`config.mk`:
```
export PLATFORM = sky130hd
export DESIGN_NAME = fetch_stage_flat
export DESIGN_NICKNAME = d
export VERILOG_FILES = /design/src/rtl/fetch_if.sv /design/src/rtl/fetch_stage.sv /design/src/flat_wrapper.sv
export SDC_FILE = /design/constraint.sdc
export NUM_CORES = 1
export LEC_CHECK = 0
export CORE_MARGIN = 3
export CORE_UTILIZATION = 30
export DETAILED_ROUTE_END_ITERATION = 10
export PLACE_DENSITY_LB_ADDON = 0.2
export SYNTH_ARGS = -nofsm -noshare
export SYNTH_HDL_FRONTEND = slang
export SYNTH_SLANG_ARGS = --single-unit
```
`constraint.sdc`:
```
create_clock -name CLK -period 3.1 [get_ports CLK]
set_input_delay 0.93 -clock CLK [delete_from_list [all_inputs] [get_ports CLK]]
set_output_delay 0.93 -clock CLK [all_outputs]
set_load 0.02 [all_outputs]
```
`src/rtl/fetch_if.sv`:
```
// Fetch-stage bus: icache request/response, hazard/redirect/halt controls
// from later stages, and the IF/ID register outputs toward decode.
interface fetch_if;
    typedef logic [31:0] word_t;

    // icache side
    logic  ihit;
    word_t imemload;
    logic  imemREN;
    word_t imemaddr;

    // control from hazard unit and later stages
    logic  stall;
    logic  redirect;
    word_t redirect_pc;
    logic  halt_in;

    // IF/ID register toward decode
    logic  if_valid;
    word_t if_instr;
    word_t if_pc;
    word_t if_npc;

    // The fetch stage itself
    modport master (
        input  ihit, imemload, stall, redirect, redirect_pc, halt_in,
        output imemREN, imemaddr, if_valid, if_instr, if_pc, if_npc
    );

    // The surrounding core (icache, hazard unit, decode)
    modport slave (
        output ihit, imemload, stall, redirect, redirect_pc, halt_in,
        input  imemREN, imemaddr, if_valid, if_instr, if_pc, if_npc
    );
endinterface

```
`src/rtl/fetch_stage.sv`:
```
// Instruction fetch stage with IF/ID pipeline register.
// Owns the PC, requests words from the icache, and absorbs a decode stall
// that coincides with a hit in a one-entry skid buffer so the word is never
// refetched. Redirects flush the IF/ID slot; halt freezes the stage until reset.
module fetch_stage #(
    parameter logic [31:0] PC_INIT = 32'h0000_0000
) (
    input  logic   CLK,
    input  logic   nRST,
    fetch_if.master bus
);

    typedef enum logic [1:0] {
        FETCH    = 2'd0,
        BUFFERED = 2'd1,
        HALTED   = 2'd2
    } state_t;

    state_t      state;
    logic [31:0] pc;
    logic [31:0] buf_instr;
    logic [31:0] buf_pc;

    logic        if_valid_q;
    logic [31:0] if_instr_q;
    logic [31:0] if_pc_q;
    logic [31:0] if_npc_q;

    // Redirect targets are word aligned; the low two bits are dropped here.
    logic [31:0] redirect_tgt;
    assign redirect_tgt = bus.redirect_pc & 32'hFFFF_FFFC;

    // Request and address come only from registered state.
    assign bus.imemREN  = (state == FETCH);
    assign bus.imemaddr = pc;

    assign bus.if_valid = if_valid_q;
    assign bus.if_instr = if_instr_q;
    assign bus.if_pc    = if_pc_q;
    assign bus.if_npc   = if_npc_q;

    // Fetch control: halt beats redirect beats normal fetch/skid handling.
    always_ff @(posedge CLK or negedge nRST) begin
        if (!nRST) begin
            state      <= FETCH;
            pc         <= PC_INIT;
            buf_instr  <= '0;
            buf_pc     <= '0;
            if_valid_q <= 1'b0;
            if_instr_q <= '0;
            if_pc_q    <= '0;
            if_npc_q   <= '0;
        end else if (state != HALTED) begin
            if (bus.halt_in) begin
                state      <= HALTED;
                if_valid_q <= 1'b0;
            end else if (bus.redirect) begin
                // Any hit this cycle belongs to the wrong path and is dropped.
                state      <= FETCH;
                pc         <= redirect_tgt;
                if_valid_q <= 1'b0;
            end else begin
                case (state)
                    FETCH: begin
                        if (bus.ihit && !bus.stall) begin
                            if_valid_q <= 1'b1;
                            if_instr_q <= bus.imemload;
                            if_pc_q    <= pc;
                            if_npc_q   <= pc + 32'd4;
                            pc         <= pc + 32'd4;
                        end else if (bus.ihit) begin
                            // Park the word so the stall costs no refetch.
                            buf_instr <= bus.imemload;
                            buf_pc    <= pc;
                            pc        <= pc + 32'd4;
                            state     <= BUFFERED;
                        end else if (!bus.stall) begin
                            if_valid_q <= 1'b0;
                        end
                    end
                    BUFFERED: begin
                        if (!bus.stall) begin
                            if_valid_q <= 1'b1;
                            if_instr_q <= buf_instr;
                            if_pc_q    <= buf_pc;
                            if_npc_q   <= buf_pc + 32'd4;
                            state      <= FETCH;
                        end
                    end
                    default: begin
                        state <= state;
                    end
                endcase
            end
        end
    end

endmodule
```
`src/flat_wrapper.sv`:
```
// flat-port wrapper written by rule: the top's interface ports become plain ports
module fetch_stage_flat 
#(
    parameter logic [31:0] PC_INIT = 32'h0000_0000
)
  (CLK, nRST, bus_ihit, bus_imemload, bus_stall, bus_redirect, bus_redirect_pc, bus_halt_in, bus_imemREN, bus_imemaddr, bus_if_valid, bus_if_instr, bus_if_pc, bus_if_npc);
  fetch_if bus_i ();
  input  logic CLK;
  input  logic nRST;
  input wire logic [$bits(bus_i.ihit)-1:0] bus_ihit;
  input wire logic [$bits(bus_i.imemload)-1:0] bus_imemload;
  input wire logic [$bits(bus_i.stall)-1:0] bus_stall;
  input wire logic [$bits(bus_i.redirect)-1:0] bus_redirect;
  input wire logic [$bits(bus_i.redirect_pc)-1:0] bus_redirect_pc;
  input wire logic [$bits(bus_i.halt_in)-1:0] bus_halt_in;
  output wire logic [$bits(bus_i.imemREN)-1:0] bus_imemREN;
  output wire logic [$bits(bus_i.imemaddr)-1:0] bus_imemaddr;
  output wire logic [$bits(bus_i.if_valid)-1:0] bus_if_valid;
  output wire logic [$bits(bus_i.if_instr)-1:0] bus_if_instr;
  output wire logic [$bits(bus_i.if_pc)-1:0] bus_if_pc;
  output wire logic [$bits(bus_i.if_npc)-1:0] bus_if_npc;
  assign bus_i.ihit = bus_ihit;
  assign bus_i.imemload = bus_imemload;
  assign bus_i.stall = bus_stall;
  assign bus_i.redirect = bus_redirect;
  assign bus_i.redirect_pc = bus_redirect_pc;
  assign bus_i.halt_in = bus_halt_in;
  assign bus_imemREN = bus_i.imemREN;
  assign bus_imemaddr = bus_i.imemaddr;
  assign bus_if_valid = bus_i.if_valid;
  assign bus_if_instr = bus_i.if_instr;
  assign bus_if_pc = bus_i.if_pc;
  assign bus_if_npc = bus_i.if_npc;
  fetch_stage #(.PC_INIT(PC_INIT)) u_core (.CLK(CLK), .nRST(nRST), .bus(bus_i));
endmodule
```
Word level (Yosys, flattened, before mapping)
Cells that the tools add are included.

Shifts and indexed selects: 0. Magnitude comparators: 0. Eq/ne operators: 9. Reduce and logical (&&, ||, !) cells: 12. Div/mod/pow operators: 0. $add $sub $neg: 2. Multiplexer cells: 26. Multiply operators: 0. Bitwise gates (word level): 3.

Operator list (count): 32-bit 2-to-1 mux (10); 32-bit one-hot mux with 2 select lines (3); 32-bit by 3-bit adder with 32-bit output (second input constant) (2); 4-bit inequality test (second input constant) (3); 6-bit AND reduction (2); 2-bit 2-to-1 mux (5); 5-bit by 4-bit inequality test with 1-bit output (second input constant) (2); 5-bit AND reduction (2); 1-bit 2-to-1 mux (6); 2-bit inequality test (second input constant) (2); 2-bit one-hot mux with 2 select lines (1); 4-bit AND reduction (1); 2-bit nonzero test (2); 4-bit nonzero test (1); 1-bit NOT (3); 3-bit nonzero test (1); 2-bit by 1-bit == test with 1-bit output (second input constant) (1); 2-bit zero test (1); 2-bit by 1-bit inequality test with 1-bit output (second input constant) (1); 1-bit one-hot mux with 2 select lines (1); 1-bit logical AND (1); 1-bit zero test (1).

Input bits: 70. Memories kept: 0. Bits in writable memories: 0. Logic and storage cells: 60. Bits in latches: 0. ROM bits: 0. Register bits after elaboration: 195.

Logic depth before layout (Yosys ltp)
Word-level depth: 6. Mapped depth: 7.

Worst setup path before layout
Ideal clock, no wire load.

Path kind: input -> register. Start: input bus_redirect. End: register u_core.if_npc_q[3], in the netlist u_core.bus.if_npc[3]. Required time: 2.959 ns. Path buffers: 3. Cell stages on the path: 6. Path slack: 0.642 ns. Arrival time: 2.317 ns. Cells stage by stage: buf_2 -> or2_2 -> nor4_2 -> buf_2 -> buf_1 -> a31oi_1.

Longest elaborated chain between the ends: 2.

Ends and longest elaborated chain: start: declaration (RTL line flat_wrapper.sv:13) `input wire logic [$bits(bus_i.redirect)-1:0] bus_redirect;`; 1-bit NOT (no line); 6-bit AND reduction (no line); end signal: assignment (RTL line fetch_stage.sv:69) `if_npc_q <= pc + 32'd4;`; end signal: assignment (RTL line fetch_stage.sv:86) `if_npc_q <= buf_pc + 32'd4;`; end: declaration (RTL line fetch_stage.sv:27) `logic [31:0] if_npc_q;`.

Every way passes these cells. A chain may end at the register's enable or synchronous reset.

Worst setup path in the final report
Start: register u_core.pc[4], in the netlist u_core.bus.imemaddr[4]. End: output bus_imemaddr[4].

RTL lines: start: declaration (RTL line fetch_stage.sv:20) `logic [31:0] pc;`; start signal: assignment (RTL line fetch_stage.sv:60) `pc <= redirect_tgt;`; start signal: assignment (RTL line fetch_stage.sv:70) `pc <= pc + 32'd4;`; start signal: assignment (RTL line fetch_stage.sv:75) `pc <= pc + 32'd4;`; end: declaration (RTL line flat_wrapper.sv:17) `output wire logic [$bits(bus_i.imemaddr)-1:0] bus_imemaddr;`.

No word-level cell between the ends.

==> flow_results.xml <==
<?xml version="1.0" encoding="UTF-8"?>
<metrics>
  <group name="cts">
    <metric name="clock_insertion_delay_worst_skew" unit="ns">0.44</metric>
    <metric name="h-tree-depth" unit="">4</metric>
    <metric name="clk_sinks" unit="">187</metric>
    <metric name="clock-root-buffer" unit="">sky130_fd_sc_hd__clkbuf_16</metric>
    <metric name="ctsHoldBuffers" unit="">0</metric>
    <metric name="cts_resized" unit="">0</metric>
    <metric name="post_cts_buffers" unit="">0</metric>
    <metric name="worst_setup_hold_path_clk_slew" unit="ns">0.08</metric>
    <metric name="cts_inserted_buffers" unit="">17</metric>
    <metric name="cts-root-to-sink-buffers" unit="">2</metric>
    <metric name="tritoncts_clock_tree" unit="">built</metric>
  </group>
  <group name="timing">
    <metric name="max_freq" unit="MHz">367</metric>
    <metric name="worst_hold_slack" unit="ns">0.475</metric>
    <metric name="min_period_over_period" unit="%">87.8</metric>
    <metric name="max_slew.worst_pin.slew" unit="ns">0.739</metric>
    <metric name="final-hold-violation-count" unit="">0</metric>
    <metric name="fin_crit" unit="ns">2.72</metric>
    <metric name="slew_violations" unit="">0</metric>
    <metric name="report.final.setup_viol" unit="">0</metric>
    <metric name="slew_headroom" unit="%">50.2</metric>
    <metric name="setup_repair_after_global_routing_missed_its_margin" unit="">false</metric>
    <metric name="clock_skew" unit="ns">0.0178</metric>
    <metric name="timing.setup.tns" unit="ns">0</metric>
  </group>
  <group name="synth">
    <metric name="netlist.area_leader.share" unit="%">49.1</metric>
    <metric name="leading_area_contributor_after_synthesis" unit="">sky130_fd_sc_hd__dfrtp_1</metric>
    <metric name="ys.warnings.count" unit="">0</metric>
    <metric name="sequential_share_of_the_synthesized_area" unit="%">49.1</metric>
    <metric name="synth_enable_flop_cells" unit="">0</metric>
    <metric name="syn_inst" unit="">1017</metric>
    <metric name="netlist_area" unit="um2">9530</metric>
    <metric name="asyncSetResetFlopFracSynth" unit="%">100</metric>
    <metric name="post_synth_main_area_contributors" unit="">sky130_fd_sc_hd__dfrtp_1, sky130_fd_sc_hd__nand2_1, sky130_fd_sc_hd__mux2_2</metric>
    <metric name="ys_dominant_reg_cell" unit="">sky130_fd_sc_hd__dfrtp_1</metric>
    <metric name="synth_seq_cells" unit="">187</metric>
    <metric name="avgSynthCellArea" unit="um2">9.37</metric>
    <metric name="synth.lib_cells_used.distinct" unit="">61</metric>
  </group>
  <group name="placed_design">
    <metric name="globalplace.congestion" unit="">0.820</metric>
    <metric name="post-dp-hpwl" unit="um">21600</metric>
    <metric name="io_buffer_count" unit="">191</metric>
  </group>
  <group name="status">
    <metric name="outcome" unit="">complete, no violations</metric>
  </group>
  <group name="worst_setup_path">
    <metric name="cp_num_buf_inv" unit="">1</metric>
    <metric name="worst-setup-path-type" unit="">reg2out</metric>
    <metric name="crit_path_start" unit="">u_core.bus.imemaddr[4]</metric>
    <metric name="critical_path_data_required_time" unit="ns">2.17</metric>
    <metric name="worst_r2r_endpoint" unit="">u_core.bus.if_npc[26]</metric>
    <metric name="setup.worst_path.end_class" unit="">primary output</metric>
    <metric name="setup.worst_path.start_class" unit="">flop</metric>
    <metric name="worst-endpoint-arrival" unit="ns">1.79</metric>
    <metric name="worst_setup_path_endpoint" unit="">bus_imemaddr[4]</metric>
    <metric name="r2r-start" unit="">u_core.bus.imemaddr[4]</metric>
    <metric name="critPathMaxStageDelay" unit="ns">0.71</metric>
    <metric name="critical_path_peak_fanout" unit="">12</metric>
    <metric name="total_stage_count_of_the_critical_path" unit="">1</metric>
    <metric name="regToRegSetupSlack" unit="ns">0.58</metric>
    <metric name="path_delay_family" unit="">buffers and inverters</metric>
    <metric name="reg2regPathDepth" unit="">5</metric>
    <metric name="worstPathCellList" unit="">clkdlybuf4s50_1</metric>
    <metric name="crit_slowest_cell" unit="">sky130_fd_sc_hd__clkdlybuf4s50_1</metric>
  </group>
  <group name="die">
    <metric name="fp.dieArea" unit="um2">33900</metric>
    <metric name="ios" unit="">200</metric>
    <metric name="die_x" unit="um">184</metric>
    <metric name="chipHeight" unit="um">184</metric>
    <metric name="design.core.area" unit="um2">31000</metric>
    <metric name="row_count" unit="">64</metric>
    <metric name="initial_cell_density_of_the_core" unit="%">30.8</metric>
  </group>
  <group name="global_route">
    <metric name="globalRouteOverflowTotal" unit="">0</metric>
    <metric name="grt_util_all_layers" unit="%">18.3</metric>
    <metric name="grt_pass1_wl" unit="um">48200</metric>
    <metric name="via_count_of_the_first_global_routing_pass" unit="">8030</metric>
    <metric name="maximum_number_of_pins_on_one_net_before_global_route_repair" unit="">79</metric>
    <metric name="grt_antenna_before_repair" unit="">0</metric>
  </group>
  <group name="layout">
    <metric name="mostFrequentLayoutCells" unit="">sky130_fd_sc_hd__clkdlybuf4s50_1, sky130_fd_sc_hd__dfrtp_1, sky130_fd_sc_hd__nand2_1, sky130_fd_sc_hd__nor2_1, sky130_fd_sc_hd__a31oi_1</metric>
    <metric name="fin_nets" unit="">1253</metric>
    <metric name="sequential_cell_area" unit="um2">4680</metric>
    <metric name="final_common_cell" unit="">sky130_fd_sc_hd__clkdlybuf4s50_1</metric>
    <metric name="antennaDiodeCount" unit="">0</metric>
    <metric name="nFillCells" unit="">3101</metric>
    <metric name="multi_input_gate_area_in_the_final_layout" unit="um2">4440</metric>
    <metric name="area.growth.synth_to_final" unit="%">31.8</metric>
    <metric name="layout_cells_sized_above_1" unit="%">12.7</metric>
  </group>
  <group name="min_path">
    <metric name="hold_path.class" unit="">in2async</metric>
  </group>
  <group name="pwr">
    <metric name="power.static_leakage" unit="nW">5.28</metric>
    <metric name="power-per-cell-area" unit="nW/um2">474</metric>
    <metric name="vdd.ir_drop.worst" unit="V">0.000389</metric>
  </group>
  <group name="routing">
    <metric name="drt-total-wl" unit="um">30900</metric>
    <metric name="dr.pass1.iters" unit="">5</metric>
    <metric name="drc" unit="">0</metric>
    <metric name="post_drt_via_cell_ratio" unit="">5.16</metric>
    <metric name="drt.antenna.violating_nets" unit="">0</metric>
    <metric name="drt_iter0_markers" unit="">610</metric>
    <metric name="route.vias.total" unit="">8210</metric>
    <metric name="wl_per_cell" unit="um">19.4</metric>
  </group>
  <group name="run">
    <metric name="max-cap-violations" unit="">0</metric>
  </group>
</metrics>
[cell type report]
cell class / count / area share, %
flip-flops and latches: 187 / 37.2
multi-input cells: 733 / 35.4
repair buffers: 235 / 18.3
well taps: 396 / 3.94
clock buffers: 18 / 3.50
clock inverters: 14 / 1.41
inverters: 7 / 0.209
[registers in the layout, summed over array words and instances, names as in the netlist]
signal               count
u_core.bus.if_valid      1
u_core.bus.if_instr     32
u_core.bus.if_npc       30
u_core.state             2
u_core.bus.imemaddr     30
u_core.buf_pc           30
u_core.buf_instr        32
u_core.bus.if_pc        30
[where the power goes]
part | leakage [nW] | switching [mW] | internal [mW]
Combinational | 2.45 | 0.450 | 0.420
Clock | 0.303 | 1.09 | 1.25
Sequential | 2.53 | 0.176 | 2.57
Total | 5.28 | 1.72 | 4.24
[through the flow]
stage | utilization, % | setup WS, ns | power, mW | instance area, um2 | std cells
6_report | 40.5 | 0.377 | 5.96 | 12600 | 1590
4_1_cts | 40.5 | 0.346 | 6.03 | 12600 | 1590
3_3_place_gp | 38.5 | 0.237 | 3.66 | 11900 | 1558
5_1_grt | 40.5 | 0.315 | 6.23 | 12600 | 1590
3_5_place_dp | 38.5 | 0.224 | 3.67 | 11900 | 1558
2_1_floorplan | - | 0.642 | 3.17 | 9550 | 1022
[how the worst min path moves through the flow]
stage                               from                 endpoint  cells past startpoint
finish                              nRST     u_core.buf_instr[28]                      1
global placement    u_core.bus.if_npc[2]     u_core.bus.if_npc[2]                      2
detailed placement  u_core.bus.if_npc[6]     u_core.bus.if_npc[6]                      2
floorplan            u_core.buf_instr[0]      u_core.buf_instr[0]                      1
CTS                                 nRST  u_core.bus.if_instr[28]                      1
global route                        nRST  u_core.bus.if_instr[30]                      1
[synthesized netlist by cell type (all sizes together) (3+ instances only)]
master / count
o221ai: 5
o31a: 4
a22oi: 19
o22a: 3
nand2: 184
nor2b: 3
xnor2: 23
inv: 7
a31oi: 64
o21a: 4
o31ai: 4
nand2b: 3
nor3: 16
a21oi: 21
mux2i: 10
a221o: 5
mux2: 57
o2bb2ai: 9
nand4: 18
nand3: 20
and3: 8
or3: 4
nor2: 98
o211ai: 5
buf: 46
or4: 5
xor2: 21
dfrtp: 187
o21ai: 63
and4: 9
nor4: 18
clkbuf: 49
[cell families (layout without fill, tap and decap cells)]
| logic type | count (synthesis) | after routing | share of synthesized area (%) |
|---|---|---|---|
| simple gates | 395 | 395 | 19.3 |
| compound gates | 219 | 219 | 14.7 |
| flops | 187 | 187 | 49.1 |
| buf+inv | 102 | 274 | 4.75 |
| mux | 67 | 67 | 7.78 |
| xor+xnor | 44 | 44 | 4.04 |
| fa+ha+maj | 2 | 2 | 0.262 |
| other cells | 1 | 6 | 0.0393 |
[per-layer routing]
layer / GRT usage, % / up-vias / routed length, um
met2: 27.9 / 254 / 13500
met5: 0 / - / 0
met4: 5.23 / 0 / 595
met3: 3.30 / 36 / 1770
li1: - / 3931 / -
met1: 26.7 / 3989 / 15000
No activity file was read; power rests on OpenSTA's default activity.
